File: src/rtl/mips_pkg.sv
// Shared definitions for the MIPS fetch slice: word width, PC step, NOP encoding
// and the next-PC select codes. The optional FETCH_MISALIGN_TRAP_EN build uses is_misaligned().
package mips_pkg;

    localparam int          WORD_W    = 32;
    localparam logic [31:0] NOP_INSTR = 32'h0000_0000;
    localparam logic [31:0] PC_STEP   = 32'd4;

    typedef enum logic [2:0] {
        SEL_SEQ    = 3'd0,
        SEL_HOLD   = 3'd1,
        SEL_BRANCH = 3'd2,
        SEL_JUMP   = 3'd3,
        SEL_WRAP   = 3'd4
    } pc_sel_e;

    function automatic logic is_misaligned(input logic [WORD_W-1:0] addr);
        return addr[1:0] != 2'b00;
    endfunction

endpackage

File: src/rtl/fetch_stage_pc_next_mux.sv
// Combinational next-PC selection: jump > branch > stall hold > sequential,
// with the sequential path wrapping to RESET_PC past the last legal word.
module pc_next_mux
    import mips_pkg::*;
#(
    parameter logic [31:0] RESET_PC   = 32'h0000_0000,
    parameter int unsigned IMEM_BYTES = 1000
) (
    input  logic [WORD_W-1:0] pc,
    input  logic              stall,
    input  logic              branch_taken,
    input  logic [WORD_W-1:0] branch_target,
    input  logic              jump,
    input  logic [WORD_W-1:0] jump_target,
    output logic [WORD_W-1:0] pc_plus4,
    output logic [WORD_W-1:0] next_pc,
    output pc_sel_e           sel
);

    localparam logic [WORD_W-1:0] LAST_ADDR = WORD_W'(IMEM_BYTES - 4);

    assign pc_plus4 = pc + PC_STEP;

    // NOTE: every output gets a default first so no path through the block infers a latch.
    always_comb begin
        sel     = SEL_SEQ;
        next_pc = pc_plus4;
        if (jump) begin
            sel     = SEL_JUMP;
            next_pc = jump_target;
        end else if (branch_taken) begin
            sel     = SEL_BRANCH;
            next_pc = branch_target;
        end else if (stall) begin
            sel     = SEL_HOLD;
            next_pc = pc;
        end else if (pc_plus4 > LAST_ADDR) begin
            sel     = SEL_WRAP;
            next_pc = RESET_PC;
        end
    end

endmodule

File: src/rtl/fetch_stage.sv
// MIPS instruction-fetch stage: PC register, IF/ID pipeline register and retired-fetch counter.
// Optional feature macro: FETCH_MISALIGN_TRAP_EN (sticky trap on misaligned redirect targets).
module fetch_stage
    import mips_pkg::*;
#(
    parameter logic [31:0] RESET_PC   = 32'h0000_0000,
    parameter int unsigned IMEM_BYTES = 1000
) (
    input  logic              clk,
    input  logic              reset,
    input  logic              stall,
    input  logic              flush,
    input  logic              branch_taken,
    input  logic [WORD_W-1:0] branch_target,
    input  logic              jump,
    input  logic [WORD_W-1:0] jump_target,
    output logic [WORD_W-1:0] imem_addr,
    input  logic [WORD_W-1:0] imem_instr,
    output logic [WORD_W-1:0] if_id_instr,
    output logic [WORD_W-1:0] if_id_pc4,
    output logic              if_id_valid,
    output logic [WORD_W-1:0] fetch_count
`ifdef FETCH_MISALIGN_TRAP_EN
    ,
    output logic              misalign_trap
`endif
);

    logic [WORD_W-1:0] pc_q, pc_d;
    logic [WORD_W-1:0] instr_q, instr_d;
    logic [WORD_W-1:0] pc4_q, pc4_d;
    logic              valid_q, valid_d;
    logic [WORD_W-1:0] count_q, count_d;

    logic [WORD_W-1:0] mux_next_pc;
    logic [WORD_W-1:0] pc_plus4;
    pc_sel_e           pc_sel;
    logic              redirect;
    logic              freeze;
    logic              trap_active;

    pc_next_mux #(
        .RESET_PC  (RESET_PC),
        .IMEM_BYTES(IMEM_BYTES)
    ) u_pc_next_mux (
        .pc           (pc_q),
        .stall        (stall),
        .branch_taken (branch_taken),
        .branch_target(branch_target),
        .jump         (jump),
        .jump_target  (jump_target),
        .pc_plus4     (pc_plus4),
        .next_pc      (mux_next_pc),
        .sel          (pc_sel)
    );

    assign redirect = (pc_sel == SEL_JUMP) || (pc_sel == SEL_BRANCH);

`ifdef FETCH_MISALIGN_TRAP_EN
    logic trap_q, trap_d;
    logic trap_hit;

    // On a redirect the mux output is the winning target, so it is the address to vet.
    assign trap_hit    = redirect && is_misaligned(mux_next_pc);
    assign trap_d      = trap_q | trap_hit;
    assign freeze      = trap_q | trap_hit;
    assign trap_active = trap_q;

    always_ff @(posedge clk or posedge reset) begin
        if (reset) begin
            trap_q <= 1'b0;
        end else begin
            trap_q <= trap_d;
        end
    end

    assign misalign_trap = trap_q;
`else
    assign freeze      = 1'b0;
    assign trap_active = 1'b0;
`endif

    always_comb begin
        pc_d    = freeze ? pc_q : mux_next_pc;
        instr_d = instr_q;
        pc4_d   = pc4_q;
        valid_d = valid_q;
        if (trap_active) begin
            valid_d = 1'b0;
        end else if (flush || redirect) begin
            instr_d = NOP_INSTR;
            valid_d = 1'b0;
        end else if (!stall) begin
            instr_d = imem_instr;
            pc4_d   = pc_plus4;
            valid_d = 1'b1;
        end
        // Only a fresh capture counts; a held valid entry is not re-counted.
        count_d = count_q + ((valid_d && !(stall && !redirect && !flush) && !trap_active)
                             ? 32'd1 : 32'd0);
    end

    // NOTE: sequential state uses non-blocking assignments so all flops update from pre-edge values.
    always_ff @(posedge clk or posedge reset) begin
        if (reset) begin
            pc_q    <= RESET_PC;
            instr_q <= NOP_INSTR;
            pc4_q   <= '0;
            valid_q <= 1'b0;
            count_q <= '0;
        end else begin
            pc_q    <= pc_d;
            instr_q <= instr_d;
            pc4_q   <= pc4_d;
            valid_q <= valid_d;
            count_q <= count_d;
        end
    end

    assign imem_addr   = pc_q;
    assign if_id_instr = instr_q;
    assign if_id_pc4   = pc4_q;
    assign if_id_valid = valid_q;
    assign fetch_count = count_q;

endmodule

File: config.mk
export PLATFORM = sky130hd
export DESIGN_NAME = fetch_stage
export DESIGN_NICKNAME = d
export VERILOG_FILES = /design/src/rtl/mips_pkg.sv /design/src/rtl/fetch_stage_pc_next_mux.sv /design/src/rtl/fetch_stage.sv
export SDC_FILE = /design/constraint.sdc
export NUM_CORES = 1
export LEC_CHECK = 0
export ABC_AREA = 1
export CORE_MARGIN = 10
export CORE_UTILIZATION = 49
export CTS_CLUSTER_DIAMETER = 60
export DETAILED_ROUTE_END_ITERATION = 10
export PLACE_DENSITY = 0.86
export SYNTH_ARGS = -nofsm -noshare
export SYNTH_HDL_FRONTEND = slang
export SYNTH_SLANG_ARGS = --single-unit
File: constraint.sdc
create_clock -name clk -period 13.1 [get_ports clk]
set_input_delay 2.62 -clock clk [delete_from_list [all_inputs] [get_ports clk]]
set_output_delay 2.62 -clock clk [all_outputs]
set_load 0.02 [all_outputs]
==> results.yml, run 1 <==
cts:
  holdBufCountCts: 0
  cts_resized: 0
  numClockSinks: 129
  htreeDepth: 4
  cts_tree: "built"
  clkLatencyLatePin_ps: 420
  cts.path.max_buffers: 2
  clk_pin_slew_ps: 60
  post_cts_buffers: 0
  numCtsBuffers: 17
  root_buffer: "clkbuf_16"
power_and_ir_drop:
  clkPwrFrac: 0.409
  switching_power_mw: 0.344
  comb_power_share: 0.203
  p_leak_nw: 4.43
  ir_drop_mv: 0.0880
  p_seq_frac: 0.388
  p_per_area_nw_per_um2: 128
  swShare: 0.281
  p_int_mw: 0.879
placed_design:
  post-place-cells: 1173
  port-buffer-count: 230
  placed_area_um2: 8920
  hpwlAfterDp_um: 16000
  gp_congestion: 0.978
critical_path:
  worstPathArrival_ps: 6320
  crit_slowest_cell: "nor3_1"
  crit_path_max_fanout: 34
  regToRegSetupSlack_ps: 10360
  worstSetupEndpointType: "flip-flop"
  path_delay_family: "simple AND/OR/NAND/NOR gates"
  r2r-end: "imem_addr[1]"
  cp-start-kind: "input port"
  worstReg2RegStart: "imem_addr[2]"
  crit_required_ps: 13400
  cp_num_buf_inv: 6
  cp_num_cells: 20
  r2r_cells: 14
  cpPeakStageDelay_ps: 420
  worstPathCellList: "clkdlybuf4s50_1 > buf_4 > nor2_1 > inv_1 > nor2_2 > buf_4 > inv_1 > nor2_4 > ha_1 > ha_1 > nand3_1 > inv_1 > nand4_1 > nor3_1 > nand2_1 > nor2_1 > nand2_1 > nor2_1 > nand4_1 > xnor2_1"
  crit_type: "in2reg"
sta:
  fin_tns_setup_ps: 0
  hold_viol: 0
  fin_crit_ps: 6020
  holdWs_ps: 475
  worstMarginPinSlew_ps: 866
  skew_ps: 4.81
  clock.fmax_mhz: 166
  setup_viol: 0
  rsz0062_at_grt: "false"
  period_share: 0.460
  maxSlewViolCount: 0
  max_slew_margin: 0.422
route:
  drt-initial-drc-count: 501
  drt_first_pass_iters: 5
  drc: 0
  vias: 6372
  ant_nets: 0
  vias_per_cell: 5.29
  drt-total-wl_um: 21600
  wire_per_inst_um: 17.9
finish:
  diodes: 0
  mostFrequentLayoutCell: "nand2_1"
  area_delta_synth_final_pct: 47.8
  drive_above_1_share: 0.0716
  finalNonFillerCells: 1205
  final_area_um2: 9550
  layout_common_cells: "nand2_1, clkdlybuf4s50_1, dfrtp_1"
  post-route-util: 0.747
  final_nets: 1127
logic_synthesis:
  synth.top_cell.area_share: 0.500
  syn-num-nets: 900
  yosysTopAreaCell: "dfrtp_1"
  synth_area_per_cell_um2: 8.15
  synth_seq_cells: 129
  synthDistinctLibCells: 32
  synth_area_leaders: "dfrtp_1, nand2_1, nand3_1"
  syn_area_um2: 6460
  synth_cells: 793
  synth_warnings: 0
  ys_seq_area_frac: 0.500
worst_hold_path:
  hp-start: "if_id_pc4[1]"
  min_to: "if_id_pc4[1]"
  min_path_cells: 2
  min_path_type: "reg2reg"
global_routing:
  grt_pass1_wl_um: 34200
  grt-ovfl-total: 0
  grt_start_max_net_pins: 68
  grt_use_total: 0.237
  antenna_found_initial: 0
  grt_pass1_vias: 6337
floorplan:
  dieHeight_um: 135
  die-area_um2: 18200
  rows: 41
  pin_count: 231
  die_width_um: 135
  core_um2: 12800
  start_util: 0.506
outcome:
  status: "completed"
flow_run:
  max_cap_viol_count: 0
-- cell type report --
| type | instances | area, µm² |
|---|---|---|
| clock inverters | 9 | 128 |
| well taps | 172 | 215 |
| flip-flops and latches | 129 | 3230 |
| fillers | 954 | 3230 |
| inverters | 45 | 171 |
| repair buffers | 237 | 2350 |
| clock buffers | 23 | 498 |
| multi-input cells | 590 | 2950 |
-- worst register-to-register path: stages (launching register included) --
cell and delay [ps]:
dfrtp_1 510, ha_1 330, nand2_1 120, nor2_4 210, nand2_1 140, nor2_1 170, xnor2_1 210, nand2_1 110
nor2_1 110, nand2_1 70, nor2_2 340, nand2_1 100, nand2_1 110, nand2_1 80, nand2_1 70
-- kinds of logic after synthesis --
family                   Yosys count  share of synthesized area
AO/OA/AOI/OAI                     57                     0.0608
XOR/XNOR                          38                     0.0515
adder cells (fa/ha/maj)            5                    0.00968
buffers and inverters             74                     0.0455
flip-flops                       129                      0.500
AND/OR/NAND/NOR                  490                      0.333
-- layer usage --
| metal | global-route usage | share of wire |
|---|---|---|
| met5 | 0 | 0 |
| met3 | 0.0753 | 0.087 |
| met1 | 0.289 | 0.40 |
| met4 | 0.103 | 0.031 |
| met2 | 0.378 | 0.48 |
-- synthesized netlist by cell type, drive strengths merged --
master	instances
buf	4
xnor2	15
nand3b	10
nor3	7
clkbuf	25
xor2	23
clkinv	1
a221oi	8
nand3	72
inv	44
and2	2
o21ai	10
a21oi	8
nand4	11
nor4	3
nand2	300
o21a	6
nor2	85
a22oi	24
o21bai	1
ha	5
dfrtp	129
-- sequential cells by signal (all words and copies together) (netlist names) --
name,count
if_id_valid,1
fetch_count,32
if_id_instr,32
imem_addr,32
if_id_pc4,32
-- stage by stage --
step | setup WS, ps | power [mW]
2_1_floorplan | 7040 | 0.589
3_3_place_gp | 7000 | 0.726
3_5_place_dp | 6730 | 0.730
4_1_cts | 7080 | 1.23
5_1_grt | 6740 | 1.27
6_report | 7080 | 1.22
-- worst max-delay path by stage --
| stage | from | to | slack (ps) |
|---|---|---|---|
| 4_1_cts | jump | fetch_count[28] | 7080 |
| 5_1_grt | jump | fetch_count[24] | 6740 |
| 3_3_place_gp | jump | fetch_count[24] | 7000 |
| 2_1_floorplan | reset | fetch_count[0] | 7040 |
| 6_report | jump | fetch_count[28] | 7080 |
| 3_5_place_dp | jump | fetch_count[28] | 6730 |
-- power groups by stage --
stage	logic (mW)	clock network (mW)	registers (mW)
finish	0.249	0.500	0.475
global route	0.269	0.523	0.481
CTS	0.252	0.503	0.475
detailed placement	0.250	0	0.480
global placement	0.247	0	0.479
floorplan	0.0712	0	0.518
Power figures use the tool's default switching activity.
==> inputs of run 2 (changes only) <==
Settings changed: CORE_UTILIZATION 49 to 41, PLACE_DENSITY 0.86 to 0.77.
Clock period 13.1 ns to 5.5 ns, I/O delays scaled along.
==> run 2 against run 1 <==
  * Final area grew 0.47%
  * Setup slack lost 5500 ps
  * Non-clock buffer count is the same
  * Register-to-register slack lost 7600 ps
  * Sequential share of layout area shrank 0.16 points
  * Worst hold slack gained 1.7 ps
  * Critical path type unchanged
==> results.yml, run 2 (synthesized netlist as in run 1, its figures left out) <==
global_routing:
  grt_start_max_net_pins: 64
  grt_use_total: 0.194
  antenna_found_initial: 0
  grt_pass1_vias: 6285
  grt_use_met2: 0.317
  grtUsageMet1: 0.238
  met3_usage: 0.0574
  grt_pass1_wl_um: 33700
  grt.busiest_layer: "met2"
  grt-ovfl-total: 0
cts:
  cts_tree: "built"
  cts.path.max_buffers: 2
  cts_resized: 0
  clk_pin_slew_ps: 60
  numCtsBuffers: 17
  root_buffer: "clkbuf_16"
  htreeDepth: 4
  post_cts_buffers: 0
  clkLatencyLatePin_ps: 420
  numClockSinks: 129
  holdBufCountCts: 0
critical_path:
  crit_path_max_fanout: 34
  worstPathCellList: "clkdlybuf4s50_1 > buf_4 > nor2_1 > inv_1 > nor2_2 > inv_1 > nor2_4 > ha_1 > ha_1 > nand3_1 > inv_1 > nand4_1 > nor3_1 > nand2_1 > nor2_1 > nand2_1 > nor2_1 > nand4_1 > xnor2_1"
  crit_type: "in2reg"
  cp_num_buf_inv: 5
  crit_slowest_cell: "clkdlybuf4s50_1"
  regToRegSetupSlack_ps: 2780
  worstSetupEndpointType: "flip-flop"
  worstReg2RegStart: "imem_addr[3]"
  crit_required_ps: 5800
  cpPeakStageDelay_ps: 400
  cp-start-kind: "input port"
  worstPathArrival_ps: 4180
  path_delay_family: "simple AND/OR/NAND/NOR gates"
  r2r_cells: 12
  r2r-end: "imem_addr[8]"
finish:
  mostFrequentLayoutCell: "nand2_1"
  final_area_um2: 9590
  diodes: 0
  drive_above_1_share: 0.0716
  final_nets: 1127
  post-route-util: 0.626
  area_delta_synth_final_pct: 48.5
  layout_common_cells: "nand2_1, clkdlybuf4s50_1, dfrtp_1"
floorplan:
  core_um2: 15300
  dieHeight_um: 146
  pin_count: 231
  die_width_um: 146
  die-area_um2: 21200
  start_util: 0.422
  rows: 45
placed_design:
  gp_congestion: 0.943
  hpwlAfterDp_um: 15800
  port-buffer-count: 230
  placed_area_um2: 8970
route:
  drc: 0
  vias_per_cell: 4.96
  drt-initial-drc-count: 488
  wire_per_inst_um: 16.5
  ant_nets: 0
  drt-total-wl_um: 20500
  vias: 6167
  drt_first_pass_iters: 5
power_and_ir_drop:
  p_per_area_nw_per_um2: 302
  p_total_mw: 2.89
  ir_drop_mv: 0.212
  p_leak_nw: 4.40
sta:
  maxSlewViolCount: 0
  fin_tns_setup_ps: 0
  clock.fmax_mhz: 258
  skew_ps: 11.3
  fin_crit_ps: 3880
  setup_viol: 0
  hold_viol: 0
  rsz0062_at_grt: "false"
  worstMarginPinSlew_ps: 1190
  period_share: 0.706
  max_slew_margin: 0.203
worst_hold_path:
  hp-start: "if_id_pc4[0]"
  min_path_type: "reg2reg"
  min_path_cells: 2
  min_to: "if_id_pc4[0]"
outcome:
  status: "completed"
flow_run:
  max_cap_viol_count: 0
==> run 2: layout make-up <==
class | count | area (µm²)
sequential | 129 | 3230
multi-input combinational | 590 | 2950
timing repair buffer | 237 | 2350
fill | 1319 | 5720
inverter | 45 | 171
clock buffer | 21 | 470
clock inverter | 11 | 151
tap | 211 | 264
==> run 2: per-layer routing <==
metal  wire (µm)  share of wire
met2        9850           0.48
met4         371          0.018
met5           0              0
met3        1630          0.080
met1        8650           0.42
==> run 2: worst max-delay path by stage <==
| stage | startpoint | to | slack, ps | depth (start not counted) |
|---|---|---|---|---|
| after global routing | jump | fetch_count[28] | 1270 | 19 |
| after global placement | jump | fetch_count[28] | 1320 | 19 |
| after CTS | jump | fetch_count[28] | 1630 | 19 |
| after floorplan | reset | fetch_count[0] | 960 | 1 |
| after detailed placement | jump | fetch_count[28] | 1190 | 19 |
| final | jump | fetch_count[28] | 1620 | 19 |
==> run 2: per-stage QoR <==
step | hold WS (ps) | setup slack [ps] | instances
finish | 477 | 1620 | 1244
global route | 509 | 1270 | 1244
CTS | 484 | 1630 | 1244
detailed placement | 461 | 1190 | 1212
global placement | 456 | 1320 | 1212
floorplan | 485 | 959 | 793
==> run 2: where the power goes <==
group          leakage (nW)  switching [mW]  internal [mW]
registers              1.67          0.0878           1.04
logic                  2.45           0.315          0.282
clock network         0.292           0.419          0.751
total                  4.40           0.822           2.07
==> run 2: worst reg2reg max path: stages (launching register included) <==
cell and delay [ps]:
dfrtp_1 500, ha_1 330, nand3_1 240, nor2_2 270, nand3_1 100, nand2_1 70, nand2_1 100, nand3b_1 230
nor2_1 130, nand2_1 70, nor2_2 300, nand3_1 150, a21oi_1 160
